### src/rtl/mlp_train_sequencer_pkg.sv
// Shared types for the MLP training sequencer: fixed-point sample type and FSM states.
// Latency: n/a (types, constants and pure helper functions only).
// Backpressure: n/a.
package mlp_train_sequencer_pkg;

    // ---------------------------------------------------------------- FixedPoint
    // Signed Q8.8 fixed point used for features, targets, predictions and learning rate.
    typedef logic signed [15:0] sfp;

    localparam sfp ZERO = 16'sh0000;
    localparam sfp ONE  = 16'sh0100;

    // ---------------------------------------------------------------- Common
    typedef enum logic [2:0] {
        IDLE,
        FETCH,
        WAIT_MEM,
        SETTLE,
        UPDATE,
        ADVANCE,
        FINISH
    } seq_state_t;

    // Sample address width; a single-sample dataset still needs one address bit.
    function automatic int addr_width(input int n);
        return (n > 1) ? $clog2(n) : 1;
    endfunction

    // Halve a learning rate, never letting a nonzero rate collapse to zero.
    function automatic sfp lr_halve(input sfp lr);
        sfp half;
        half = lr >>> 1;
        if (lr != ZERO && half == ZERO) begin
            return sfp'(16'sd1);
        end
        return half;
    endfunction

endpackage

### src/rtl/mlp_train_sequencer.sv
// Steps an MLP through a sample dataset: fetch sample, settle, sample prediction, optionally train, per epoch.
// Latency: 1 (fetch) + 1 + mem wait (wait) + settle_cycles + 1 (train only) + 1 (advance) cycles per sample.
// Backpressure: stalls indefinitely in WAIT_MEM until mem_valid; start is ignored while busy.
//
// Ports:
//   clk, rst            clock, asynchronous active-high reset (aborts any run, no resume)
//   start, train_mode,  run request; mode/epoch count/learning rate latched when start is
//   epochs, base_lr     accepted in IDLE (epochs==0 runs one epoch)
//   busy, done          busy outside IDLE; done is a one-cycle pulse at the end of a run
//   mem_*               one-cycle read request at mem_addr, response qualified by mem_valid
//   mlp_*               registered sample/target to the network, train strobe, learning rate
//   result_*            captured prediction per sample with its address
//   epoch_count         completed epochs of the current/last run (saturating)
//
// Build option: define MLP_LR_DECAY_EN to halve the learning rate at every epoch wrap
// (floored at 1 LSB for a nonzero base rate). Without it the rate stays at base_lr.
module mlp_train_sequencer
    import mlp_train_sequencer_pkg::*;
#(
    parameter  int inputs        = 2,
    parameter  int outputs       = 1,
    parameter  int num_samples   = 4,
    parameter  int settle_cycles = 2,
    localparam int AW            = addr_width(num_samples)
) (
    input  logic                   clk,
    input  logic                   rst,

    input  logic                   start,
    input  logic                   train_mode,
    input  logic [15:0]            epochs,
    input  sfp                     base_lr,
    output logic                   busy,
    output logic                   done,

    output logic [AW-1:0]          mem_addr,
    output logic                   mem_rd,
    input  logic                   mem_valid,
    input  sfp   [inputs-1:0]      mem_values,
    input  sfp   [outputs-1:0]     mem_expected,

    output sfp   [inputs-1:0]      mlp_values,
    output sfp   [outputs-1:0]     mlp_expected,
    output logic                   mlp_training,
    output sfp                     mlp_learning_rate,
    input  sfp   [outputs-1:0]     mlp_prediction,

    output logic                   result_valid,
    output logic [AW-1:0]          result_addr,
    output sfp   [outputs-1:0]     result,
    output logic [15:0]            epoch_count
);

    localparam logic [3:0]    SETTLE_LOAD = 4'(settle_cycles);
    localparam logic [AW-1:0] LAST_IDX    = AW'(num_samples - 1);

    seq_state_t    state;
    seq_state_t    state_nxt;

    logic [AW-1:0] sample_idx;
    logic [3:0]    settle_cnt;
    logic          train_q;
    logic [15:0]   epochs_q;

    logic          last_settle;
    logic          last_sample;
    logic [15:0]   eff_epochs;
    logic [15:0]   epoch_inc;
    logic          run_complete;

    assign last_settle = (settle_cnt == 4'd1);
    assign last_sample = (sample_idx == LAST_IDX);
    assign eff_epochs  = (epochs_q == 16'd0) ? 16'd1 : epochs_q;
    assign epoch_inc   = (epoch_count == 16'hFFFF) ? epoch_count : epoch_count + 16'd1;
    // An inference pass always ends after its first sweep; training ends when the
    // post-wrap epoch count reaches the requested number of epochs.
    assign run_complete = last_sample && (!train_q || (epoch_inc == eff_epochs));

    // ------------------------------------------------------------ state register
    always_ff @(posedge clk or posedge rst) begin
        if (rst) begin
            state <= IDLE;
        end else begin
            state <= state_nxt;
        end
    end

    // ------------------------------------------------------------ next state
    always_comb begin
        state_nxt = state;
        case (state)
            IDLE:     if (start)       state_nxt = FETCH;
            FETCH:                     state_nxt = WAIT_MEM;
            WAIT_MEM: if (mem_valid)   state_nxt = SETTLE;
            SETTLE:   if (last_settle) state_nxt = train_q ? UPDATE : ADVANCE;
            UPDATE:                    state_nxt = ADVANCE;
            ADVANCE:                   state_nxt = run_complete ? FINISH : FETCH;
            FINISH:                    state_nxt = IDLE;
            default:                   state_nxt = IDLE;
        endcase
    end

    // ------------------------------------------------------------ state outputs
    // Decoded straight from the state register so an asynchronous reset drops
    // mlp_training in the same cycle and aborts any weight update.
    always_comb begin
        busy         = 1'b1;
        mem_rd       = 1'b0;
        mlp_training = 1'b0;
        done         = 1'b0;
        case (state)
            IDLE:    busy         = 1'b0;
            FETCH:   mem_rd       = 1'b1;
            UPDATE:  mlp_training = 1'b1;
            FINISH:  done         = 1'b1;
            default: ;
        endcase
    end

    assign mem_addr = sample_idx;

    // ------------------------------------------------------------ datapath
    always_ff @(posedge clk or posedge rst) begin
        if (rst) begin
            sample_idx        <= '0;
            settle_cnt        <= '0;
            train_q           <= 1'b0;
            epochs_q          <= '0;
            epoch_count       <= '0;
            mlp_values        <= '{default: ZERO};
            mlp_expected      <= '{default: ZERO};
            mlp_learning_rate <= ZERO;
            result_valid      <= 1'b0;
            result_addr       <= '0;
            result            <= '{default: ZERO};
        end else begin
            result_valid <= 1'b0;
            case (state)
                IDLE: begin
                    if (start) begin
                        train_q           <= train_mode;
                        epochs_q          <= epochs;
                        mlp_learning_rate <= base_lr;
                        sample_idx        <= '0;
                        epoch_count       <= '0;
                    end
                end
                WAIT_MEM: begin
                    if (mem_valid) begin
                        mlp_values   <= mem_values;
                        mlp_expected <= mem_expected;
                        settle_cnt   <= SETTLE_LOAD;
                    end
                end
                SETTLE: begin
                    settle_cnt <= settle_cnt - 4'd1;
                    if (last_settle) begin
                        result       <= mlp_prediction;
                        result_valid <= 1'b1;
                        result_addr  <= sample_idx;
                    end
                end
                ADVANCE: begin
                    if (last_sample) begin
                        sample_idx  <= '0;
                        epoch_count <= epoch_inc;
`ifdef MLP_LR_DECAY_EN
                        mlp_learning_rate <= lr_halve(mlp_learning_rate);
`endif
                    end else begin
                        sample_idx <= sample_idx + AW'(1);
                    end
                end
                default: ;
            endcase
        end
    end

endmodule

### config.mk
export PLATFORM = sky130hd
export DESIGN_NAME = mlp_train_sequencer
export DESIGN_NICKNAME = d
export VERILOG_FILES = /design/src/rtl/mlp_train_sequencer_pkg.sv /design/src/rtl/mlp_train_sequencer.sv
export SDC_FILE = /design/constraint.sdc
export NUM_CORES = 1
export LEC_CHECK = 0
export CELL_PAD_IN_SITES_DETAIL_PLACEMENT = 0
export CELL_PAD_IN_SITES_GLOBAL_PLACEMENT = 2
export CORE_ASPECT_RATIO = 1.25
export CORE_MARGIN = 1.5
export CORE_UTILIZATION = 29
export DETAILED_ROUTE_END_ITERATION = 12
export PLACE_DENSITY_LB_ADDON = 0.1
export SYNTH_ARGS = -nofsm -noshare
export SYNTH_HDL_FRONTEND = slang
export SYNTH_SLANG_ARGS = --single-unit
### constraint.sdc
create_clock -name clk -period 13.8 [get_ports clk]
set_input_delay 4.14 -clock clk [delete_from_list [all_inputs] [get_ports clk]]
set_output_delay 4.14 -clock clk [all_outputs]
set_load 0.02 [all_outputs]
==> reports/summary.txt, run 1 <==
Outcome - complete, no violations
ANT cells - 0
Period utilization - 45.5%
CP required - 9660 ps
Share of power burned in registers - 34.9%
Sw Share - 39.1%
Input/output buffers - 205
Synth warn - 0
Combinational Power Share - 44.0%
Worst clock skew - 10.2 ps
Residual DRC - 0
Post-synth cell types - 61
RSZ-0062 raised after global routing - false
Placement Setup Slack - 7630 ps
Final nets - 879
Die width - 130 µm
Detailed-route wire length - 17.2 mm
Routed wire length per instance - 16.2 µm
Clock Power Share - 21.1%
Top cells by area, synth - dfrtp_1 (53%), nand2_1 (11%), mux2_2 (9.4%)
Global Route Usage Sum - 17.0%
Slew margin rel. - 30.4%
Critical path destination - done
CTS Hold Buffers Added - 0
Setup-failing EPs final - 0
Number of synthesized flops with an enable pin - 0
Post-route setup TNS - 0 ps
Mapped cell area - 5870 µm²
Via count - 4901
Complex-gate fraction of the synthesized area - 7.98%
TritonCTS buffer count - 17
VDD IR max - 0.127 mV
Worst Setup SP - state[1]
Share of post-route cells with drive strength above 1 - 13.2%
DR pass1 iterations - 4
Adder-cell share of the synthesized area - 0.853%
Die ar. - 21100 µm²
Critical-path maximum fanout - 9
Number of cells upsized or downsized after cts - 0
P_sw - 789 µW
CTS Buffer Depth - 2
Area leader, netlist - dfrtp_1
Total setup buffers inserted after CTS - 0
Min-delay worst type - reg -> reg
Top cell type's share of synthesized area - 53.3%
Die Span Y - 162 µm
XOR/XNOR share of the synthesized area - 2.99%
# rows - 58
Cell area power density - 232 nW/µm²
Crit path time final - 6290 ps
Fmax - 0.159 GHz
Number of max-cap violations - 0
GRT overflow - 0
Register area share after synthesis - 53.3%
Final Hold Vio Count - 0
Net Count, Synth - 683
Pin count of the biggest net entering global routing - 83
CTS Root Cell - clkbuf_16
FFs w/ async S/R, synth - 100%
Sinks on the clock net - 125
WP data arrival - 2150 ps
Leak Pwr - 3.69 nW
Post-synthesis mux area share - 10.3%
Worst R2R Path Depth - 9
Post-synth top flop - dfrtp_1
Post-route setup slack - 7510 ps
P&R area growth vs syn - 48.0%
Simple-Gate Fraction of Synth Area - 20.9%
Vias in the first global route - 5081
DR iter-0 viols - 218
CP endpoint kind - output pin
Reg2reg end - state[0]
Boundary pin count - 206
H-tree depth - 4
First-pass GRT wire length - 27.3 mm
Initial Util - 29.4%
Cells after Synth - 578
CP Class - reg -> out
R2R setup slack - 9840 ps
Max-slew violation count - 0
DP Area - 8120 µm²
Finished Cell Area - 8680 µm²
CTS clock-pin slew for the worst setup and hold paths - 60 ps
Largest family of logic cells by synthesized area - simple AND/OR/NAND/NOR gates
Worst-Margin Slew - 1040 ps
Seq cells post-synth - 125
Initial antenna violation count - 0
Startpoint Class - flop
GP Congestion - 0.752
CTS tree - done
Reg2reg start - epoch_count[0]
Avg Cell Area, Syn - 10.2 µm²
Later-pin clock latency in the skew report - 420 ps
Int Power - 1.23 mW
Via-to-Cell Ratio - 4.64
Post-DP HPWL - 12.3 mm
DRT antenna net count - 0
CORE AREA - 20000 µm²
==> through the flow <==
step	total power [mW]	utilization [%]	hold slack (ps)	instances
after floorplan	1.18	-	469	578
after global placement	1.59	40.7	459	1025
after detailed placement	1.61	40.7	462	1025
after CTS	2.05	43.5	478	1057
after global routing	2.15	43.5	485	1057
final	2.02	43.5	472	1057
==> critical path, stage by stage (launching register included) <==
cell and delay (ps):
dfrtp_1 490, clkinv_1 290, nor3b_1 280, clkdlybuf4s50_1 670
==> final cells by class <==
class | count | area [µm²]
tap | 270 | 338
timing repair buffer | 210 | 2090
sequential | 125 | 3130
inverter | 9 | 36.3
clock buffer | 18 | 439
multi-input combinational | 411 | 2530
fill | 1953 | 11300
clock inverter | 14 | 120
==> registers in the layout, summed over array words and instances (netlist names) <==
register           flops
train_q                1
epochs_q              16
settle_cnt             4
result                16
epoch_count           16
mlp_learning_rate     16
mlp_expected          16
result_addr            2
result_valid           1
mem_addr               2
mlp_values            32
state                  3
==> cells in the final DEF, fill, tap and decap left out, types with 4 or more instances in the layout <==
cell,instances
and4_1,4
nand2_1,178
nor3_1,5
a21oi_1,16
mux2i_1,5
nand3_1,9
nor4_1,5
xor2_1,4
inv_6,8
nand4_1,7
xnor2_1,16
nor3b_1,4
buf_4,5
nor2_1,21
inv_1,7
clkbuf_16,17
clkinvlp_4,4
dfrtp_1,125
a31oi_1,5
clkdlybuf4s50_1,205
and3_1,4
o21ai_0,23
ha_1,4
mux2_2,49
==> layer usage <==
| metal | track usage [%] | vias up | wire [µm] |
|---|---|---|---|
| met5 | 0 | - | 0 |
| met4 | 6.87 | 0 | 395 |
| met3 | 6.09 | 23 | 1090 |
| met2 | 27.9 | 135 | 8760 |
| met1 | 20.0 | 2361 | 6930 |
| li1 | - | 2382 | - |
==> cells in the mapped netlist (6+ instances only) <==
| cell | number |
|---|---|
| mux2_2 | 49 |
| nor3_1 | 6 |
| dfrtp_1 | 125 |
| o21ai_0 | 23 |
| a21oi_1 | 16 |
| nand3_1 | 9 |
| nand4_1 | 7 |
| nand2_1 | 178 |
| buf_6 | 6 |
| nor2_1 | 21 |
| inv_1 | 8 |
| xnor2_1 | 16 |
| clkbuf_1 | 18 |
==> worst min path at each step <==
stage / from / depth (start not counted) / slack [ps] / to
global route: mlp_learning_rate[14] / 2 / 490 / mlp_learning_rate[14]
finish: mlp_learning_rate[13] / 2 / 470 / mlp_learning_rate[13]
floorplan: epochs_q[0] / 2 / 470 / epochs_q[0]
detailed placement: result[14] / 2 / 460 / result[14]
global placement: result[15] / 2 / 460 / result[15]
CTS: mlp_learning_rate[13] / 2 / 480 / mlp_learning_rate[13]
==> logic make-up after synthesis <==
| logic type | count (synthesis) |
|---|---|
| fa+ha+maj | 4 |
| buf+inv | 42 |
| simple gates | 262 |
| xor+xnor | 20 |
| compound gates | 71 |
| flops | 125 |
| mux | 54 |
==> power by group through the flow <==
stage	Sequential, mW	Combinational, mW	Clock, mW
6_report	0.705	0.888	0.425
5_1_grt	0.734	0.958	0.455
4_1_cts	0.708	0.902	0.439
3_5_place_dp	0.711	0.898	0
3_3_place_gp	0.706	0.889	0
2_1_floorplan	0.831	0.351	0
No activity file was read; power rests on OpenSTA's default activity.
==> inputs of run 2 (changes only) <==
- CORE_UTILIZATION: 29 -> 24
- clock period: 13.8 -> 5.1 ns (I/O delays scaled with it)
==> run 2 against run 1 <==
Against the previous run:
- cell count grew 5.2%
- first-iteration DRC count shrank 26%
- combinational power grew to 2.7 times the previous value
- power grew to 2.7 times the previous value
- critical path type is now reg -> reg
- largest cell class unchanged
- largest power group unchanged
==> reports/summary.txt, run 2 (synthesized netlist as in run 1, its figures left out) <==
Most frequent cells in the layout - clkdlybuf4s50_1 (205), nand2_1 (178), dfrtp_1 (125), mux2_2 (49), o21ai_0 (23)
Global Route Usage Sum - 15.3%
Largest reg by FF count - mlp_values
Worst clock skew - 4.81 ps
Number of max-cap violations - 0
Clock Power Share - 20.7%
Pin count of the biggest net entering global routing - 66
Most frequent CP cell - nor4_4
Initial Util - 24.6%
H-tree depth - 4
GR Util met2 - 26.0%
Met1 Use GR - 17.0%
CTS Buffer Depth - 2
Fillcell total - 2437
Later-pin clock latency in the skew report - 420 ps
Detailed-route wire length - 18.5 mm
Via-to-Cell Ratio - 4.48
GRT overflow - 0
Startpoint Class - flop
CTS Hold Buffers Added - 0
Number of cells upsized or downsized after cts - 0
VDD IR max - 0.290 mV
FF+latch area - 3130 µm²
GP Congestion - 0.788
CP required - 5400 ps
Worst path max stage delay - 730 ps
Cell area power density - 623 nW/µm²
Residual DRC - 0
Total setup buffers inserted after CTS - 0
Die ar. - 25400 µm²
CTS Root Cell - clkbuf_16
Max-slew violation count - 0
CP Buf/Inv Count - 0
CP Class - reg -> reg
Commonest non-fill, non-tap cell in the layout - clkdlybuf4s50_1
GRT busiest layer - met2
Crit-path cells - ha_1, nand4_2, nor4_2, nor4_4, xnor2_1, or4_4, nor4_4, a41oi_2, a311o_1
Period utilization - 72.7%
WP data arrival - 4010 ps
Int Power - 3.37 mW
Sinks on the clock net - 125
DRT antenna net count - 0
# rows - 63
First-pass GRT wire length - 29.4 mm
Max reg flops - 32
Post-route setup TNS - 0 ps
Crit-path leading delay family - simple AND/OR/NAND/NOR gates
CP max stage cell - nor4_2
Share of post-route cells with drive strength above 1 - 12.8%
DR iter-0 viols - 162
Final Hold Vio Count - 0
Fmax - 0.270 GHz
CTS clock-pin slew for the worst setup and hold paths - 60 ps
Setup-failing EPs final - 0
CTS tree - done
Outcome - complete, no violations
Die Span Y - 178 µm
Share of power burned in registers - 35.0%
Post-DP HPWL - 13.2 mm
Min-delay worst type - reg -> reg
P&R area growth vs syn - 49.3%
Die width - 143 µm
CORE AREA - 23900 µm²
Sw Share - 38.2%
DR pass1 iterations - 4
Final nets - 879
CP endpoint kind - flop
TritonCTS buffer count - 17
ANT cells - 0
Initial antenna violation count - 0
Worst-Margin Slew - 858 ps
Finished Cell Area - 8760 µm²
Area occupied by multi-input gates - 2530 µm²
Boundary pin count - 206
RSZ-0062 raised after global routing - false
Critical-path maximum fanout - 11
DP Area - 8210 µm²
Routed wire length per instance - 16.6 µm
Via count - 4987
Input/output buffers - 205
Crit path time final - 3710 ps
M3 GR Usage - 6.34%
Slew margin rel. - 42.8%
Leak Pwr - 3.70 nW
Combinational Power Share - 44.3%
Vias in the first global route - 5388
P_sw - 2.08 mW
run 2: changes by cell type in the layout (fill, tap and decap cells not counted), moves of 3 or more:
cell	before	now
inv_6	8	0
clkbuf_8	1	6
clkinv_2	0	5
clkbuf_1	0	3
clkinvlp_4	4	1
run 2: area by class of cell:
| cell class | count | area share, % |
|---|---|---|
| Clock buffer | 26 | 5.93 |
| Clock inverter | 6 | 0.371 |
| Inverter | 9 | 0.414 |
| Multi-Input combinational cell | 411 | 28.9 |
| Sequential cell | 125 | 35.7 |
| Tap cell | 325 | 4.64 |
| Timing Repair Buffer | 210 | 24.0 |
run 2: worst reg2reg max path: cells and delay by family (launching register included):
kind / cells / cell delay, ps
fa+ha+maj: 1 / 370
simple gates: 5 / 1900
xor+xnor: 1 / 160
compound gates: 2 / 570
flops: 1 / 570
run 2: power groups by stage:
stage / sequential (mW) / clock (mW) / combinational [mW]
detailed placement: 1.92 / 0 / 2.45
global route: 1.99 / 1.22 / 2.62
floorplan: 2.25 / 0 / 0.950
CTS: 1.92 / 1.18 / 2.46
global placement: 1.90 / 0 / 2.44
finish: 1.91 / 1.13 / 2.42
run 2: worst paths after layout:
check	endpoint	start	cells after the start	slack, ps
hold / removal	result[9]	result[9]	2	470
setup / recovery	state[0]	epoch_count[0]	9	1390
hold reg to reg	result[9]	result[9]	2	470
setup reg to reg	state[0]	epoch_count[0]	9	1390
min in group asynchronous	result[3]	rst	2	1630
max in group asynchronous	epoch_count[15]	rst	3	2610
run 2: per-stage QoR:
step           worst slack [ps]  hold slack [ps]  instances  util [%]  total power [mW]
3_5_place_dp               1440              463       1080      34.4              4.37
4_1_cts                    1400              478       1112      36.7              5.56
5_1_grt                    1190              495       1112      36.7              5.83
2_1_floorplan               242              469        578         -              3.20
6_report                   1390              473       1112      36.7              5.46
3_3_place_gp               1560              459       1080      34.4              4.34
run 2: routing by layer:
metal / routed length, µm / vias to the layer above
li1: - / 2368
met1: 7180 / 2429
met2: 9420 / 166
met3: 1500 / 24
met4: 383 / 0
met5: 0 / -
==> inputs of run 3 (changes only) <==
- clock period: 5.1 -> 3.2 ns (I/O delays scaled with it)
==> run 3 against run 2 <==
Against the previous run:
- register-to-register slack worse by 1200 ps
- clock skew increased by 7.5 ps
- sequential power is 55% higher
- critical path depth down 1
- via count up 1.6%
- utilization is 1.3 points higher
- global-route usage rose by 0.14 points
- non-clock buffer count rose by 21
- sequential share of layout area decreased by 1.2 points
- maximum frequency grew 23%
- cell count rose by 1.9%
- wire length rose by 2.9%
- highest routed layer is now met5
==> reports/summary.txt, run 3 (synthesized netlist as in run 1, its figures left out) <==
Overall power - 9.21 mW
Vias in the first global route - 5353
Number of max-cap violations - 0
Max reg flops - 32
Placed Cells - 1101
Met2 wire len - 9.73 mm
P&R area growth vs syn - 54.6%
Finished Layout Cells - 1133
Total setup buffers inserted after CTS - 0
Cell area power density - 1010 nW/µm²
Detailed-route wire length - 19.0 mm
Min-delay worst type - reg -> reg
Fillcell total - 2389
Input/output buffers - 205
Leak Pwr - 3.86 nW
Die ar. - 25400 µm²
Post-route setup TNS - 0 ps
VDD IR max - 0.535 mV
Via count - 5067
WP data arrival - 3300 ps
Worst path max stage delay - 570 ps
Initial Util - 24.6%
CP Class - reg -> reg
ANT cells - 0
Boundary pin count - 206
Share of post-route cells with drive strength above 1 - 16.1%
Worst-Margin Slew - 632 ps
Outcome - complete, no violations
Crit-path cells - and4_1, nand4_4, o21ai_0, a32oi_1, or4_4, nor4_4, a41oi_2, a311o_1
DR iter-0 viols - 190
Worst Setup SP - epoch_count[14]
Crit path time final - 3010 ps
Final nets - 900
Critical-path maximum fanout - 9
GRT overflow - 0
CP endpoint kind - flop
Number of cells upsized or downsized after cts - 0
Later-pin clock latency in the skew report - 420 ps
Fmax - 0.333 GHz
DRT met1 WL - 7.76 mm
Post-DP HPWL - 13.8 mm
RSZ-0062 raised after global routing - false
CTS Root Cell - clkbuf_16
GP Congestion - 0.825
Top Layer Used - met5
Final Hold Vio Count - 0
CP max stage cell - or4_4
CP required - 3490 ps
Die Span Y - 178 µm
CTS tree - done
Crit-path leading delay family - simple AND/OR/NAND/NOR gates
Largest reg by FF count - mlp_values
Commonest non-fill, non-tap cell in the layout - clkdlybuf4s50_1
# rows - 63
Worst clock skew - 12.3 ps
CTS clock-pin slew for the worst setup and hold paths - 60 ps
First-pass GRT wire length - 29.9 mm
Routed wire length per instance - 16.8 µm
Sinks on the clock net - 125
Period utilization - 93.9%
H-tree depth - 4
CP Buf/Inv Count - 0
Most frequent cells in the layout - clkdlybuf4s50_1 (205), nand2_1 (178), dfrtp_1 (122), mux2_2 (49)
CTS Hold Buffers Added - 0
Global Route Usage Sum - 15.5%
Residual DRC - 0
DR pass1 iterations - 4
CTS Buffer Depth - 2
CORE AREA - 23900 µm²
Final core utilization - 38.0%
Max-slew violation count - 0
TritonCTS buffer count - 17
Initial antenna violation count - 1
Pin count of the biggest net entering global routing - 68
Hold_sp - mlp_learning_rate[10]
Startpoint Class - flop
Setup-failing EPs final - 0
Die width - 143 µm
Reg2reg start - epoch_count[14]
WL met3 - 1.22 mm
DRT antenna net count - 0
Slew margin rel. - 57.5%
Via-to-Cell Ratio - 4.47
[run 3: cell count changes in the layout (fill, tap and decap cells not counted), sizes merged]
| cell | before | now |
|---|---|---|
| buf | 5 | 26 |
| inv | 8 | 12 |
| bufinv | 0 | 5 |
| clkinv | 6 | 3 |
| clkinvlp | 1 | 3 |
| clkbuf | 26 | 18 |
[run 3: worst reg2reg max path, delay by kind of cell, from the launching register on]
family,cells,cell delay [ps]
DFF,1,490
AOI/OAI and AO/OA,4,820
and+or+nand+nor,4,1580
[run 3: power breakdown]
| part | total [mW] | switching [mW] | internal (mW) | leakage [nW] |
|---|---|---|---|---|
| logic | 4.04 | 2.03 | 2.01 | 2.02 |
| clock network | 2.19 | 0.792 | 1.40 | 0.318 |
| registers | 2.97 | 0.628 | 2.34 | 1.53 |
| total | 9.21 | 3.45 | 5.76 | 3.86 |
[run 3: routing by layer]
layer  global-route usage, %  vias to the layer above
met4                    4.85                        2
met3                    5.32                       20
li1                        -                     2415
met5                       0                        -
met2                    26.7                      143
met1                    17.8                     2487
[run 3: worst paths after layout]
| kind | cells after the start | endpoint | slack [ps] |
|---|---|---|---|
| setup / recovery | 8 | state[0] | 190 |
| hold / removal | 2 | mlp_learning_rate[10] | 480 |
| setup reg to reg | 8 | state[0] | 190 |
| hold reg to reg | 2 | mlp_learning_rate[10] | 480 |
| max in group asynchronous | 3 | state[1] | 1640 |
| min in group asynchronous | 2 | mlp_values[20] | 840 |
[run 3: cell type report]
cell class | count | area (µm²) | area share, %
clock buffer | 18 | 429 | 4.73
clock inverter | 14 | 230 | 2.54
inverter | 9 | 41.3 | 0.455
multi-input combinational | 411 | 2550 | 28.1
sequential | 125 | 3130 | 34.5
tap | 325 | 407 | 4.48
timing repair buffer | 231 | 2280 | 25.2
[run 3: stage by stage]
stage                     setup WS, ps  hold WS (ps)  cell area, µm²
after floorplan                   46.0           469            5880
after global placement             135           458            8400
after detailed placement           130           461            8400
after CTS                         49.6           479            9060
after global routing              7.42           507            9070
final                              194           477            9070
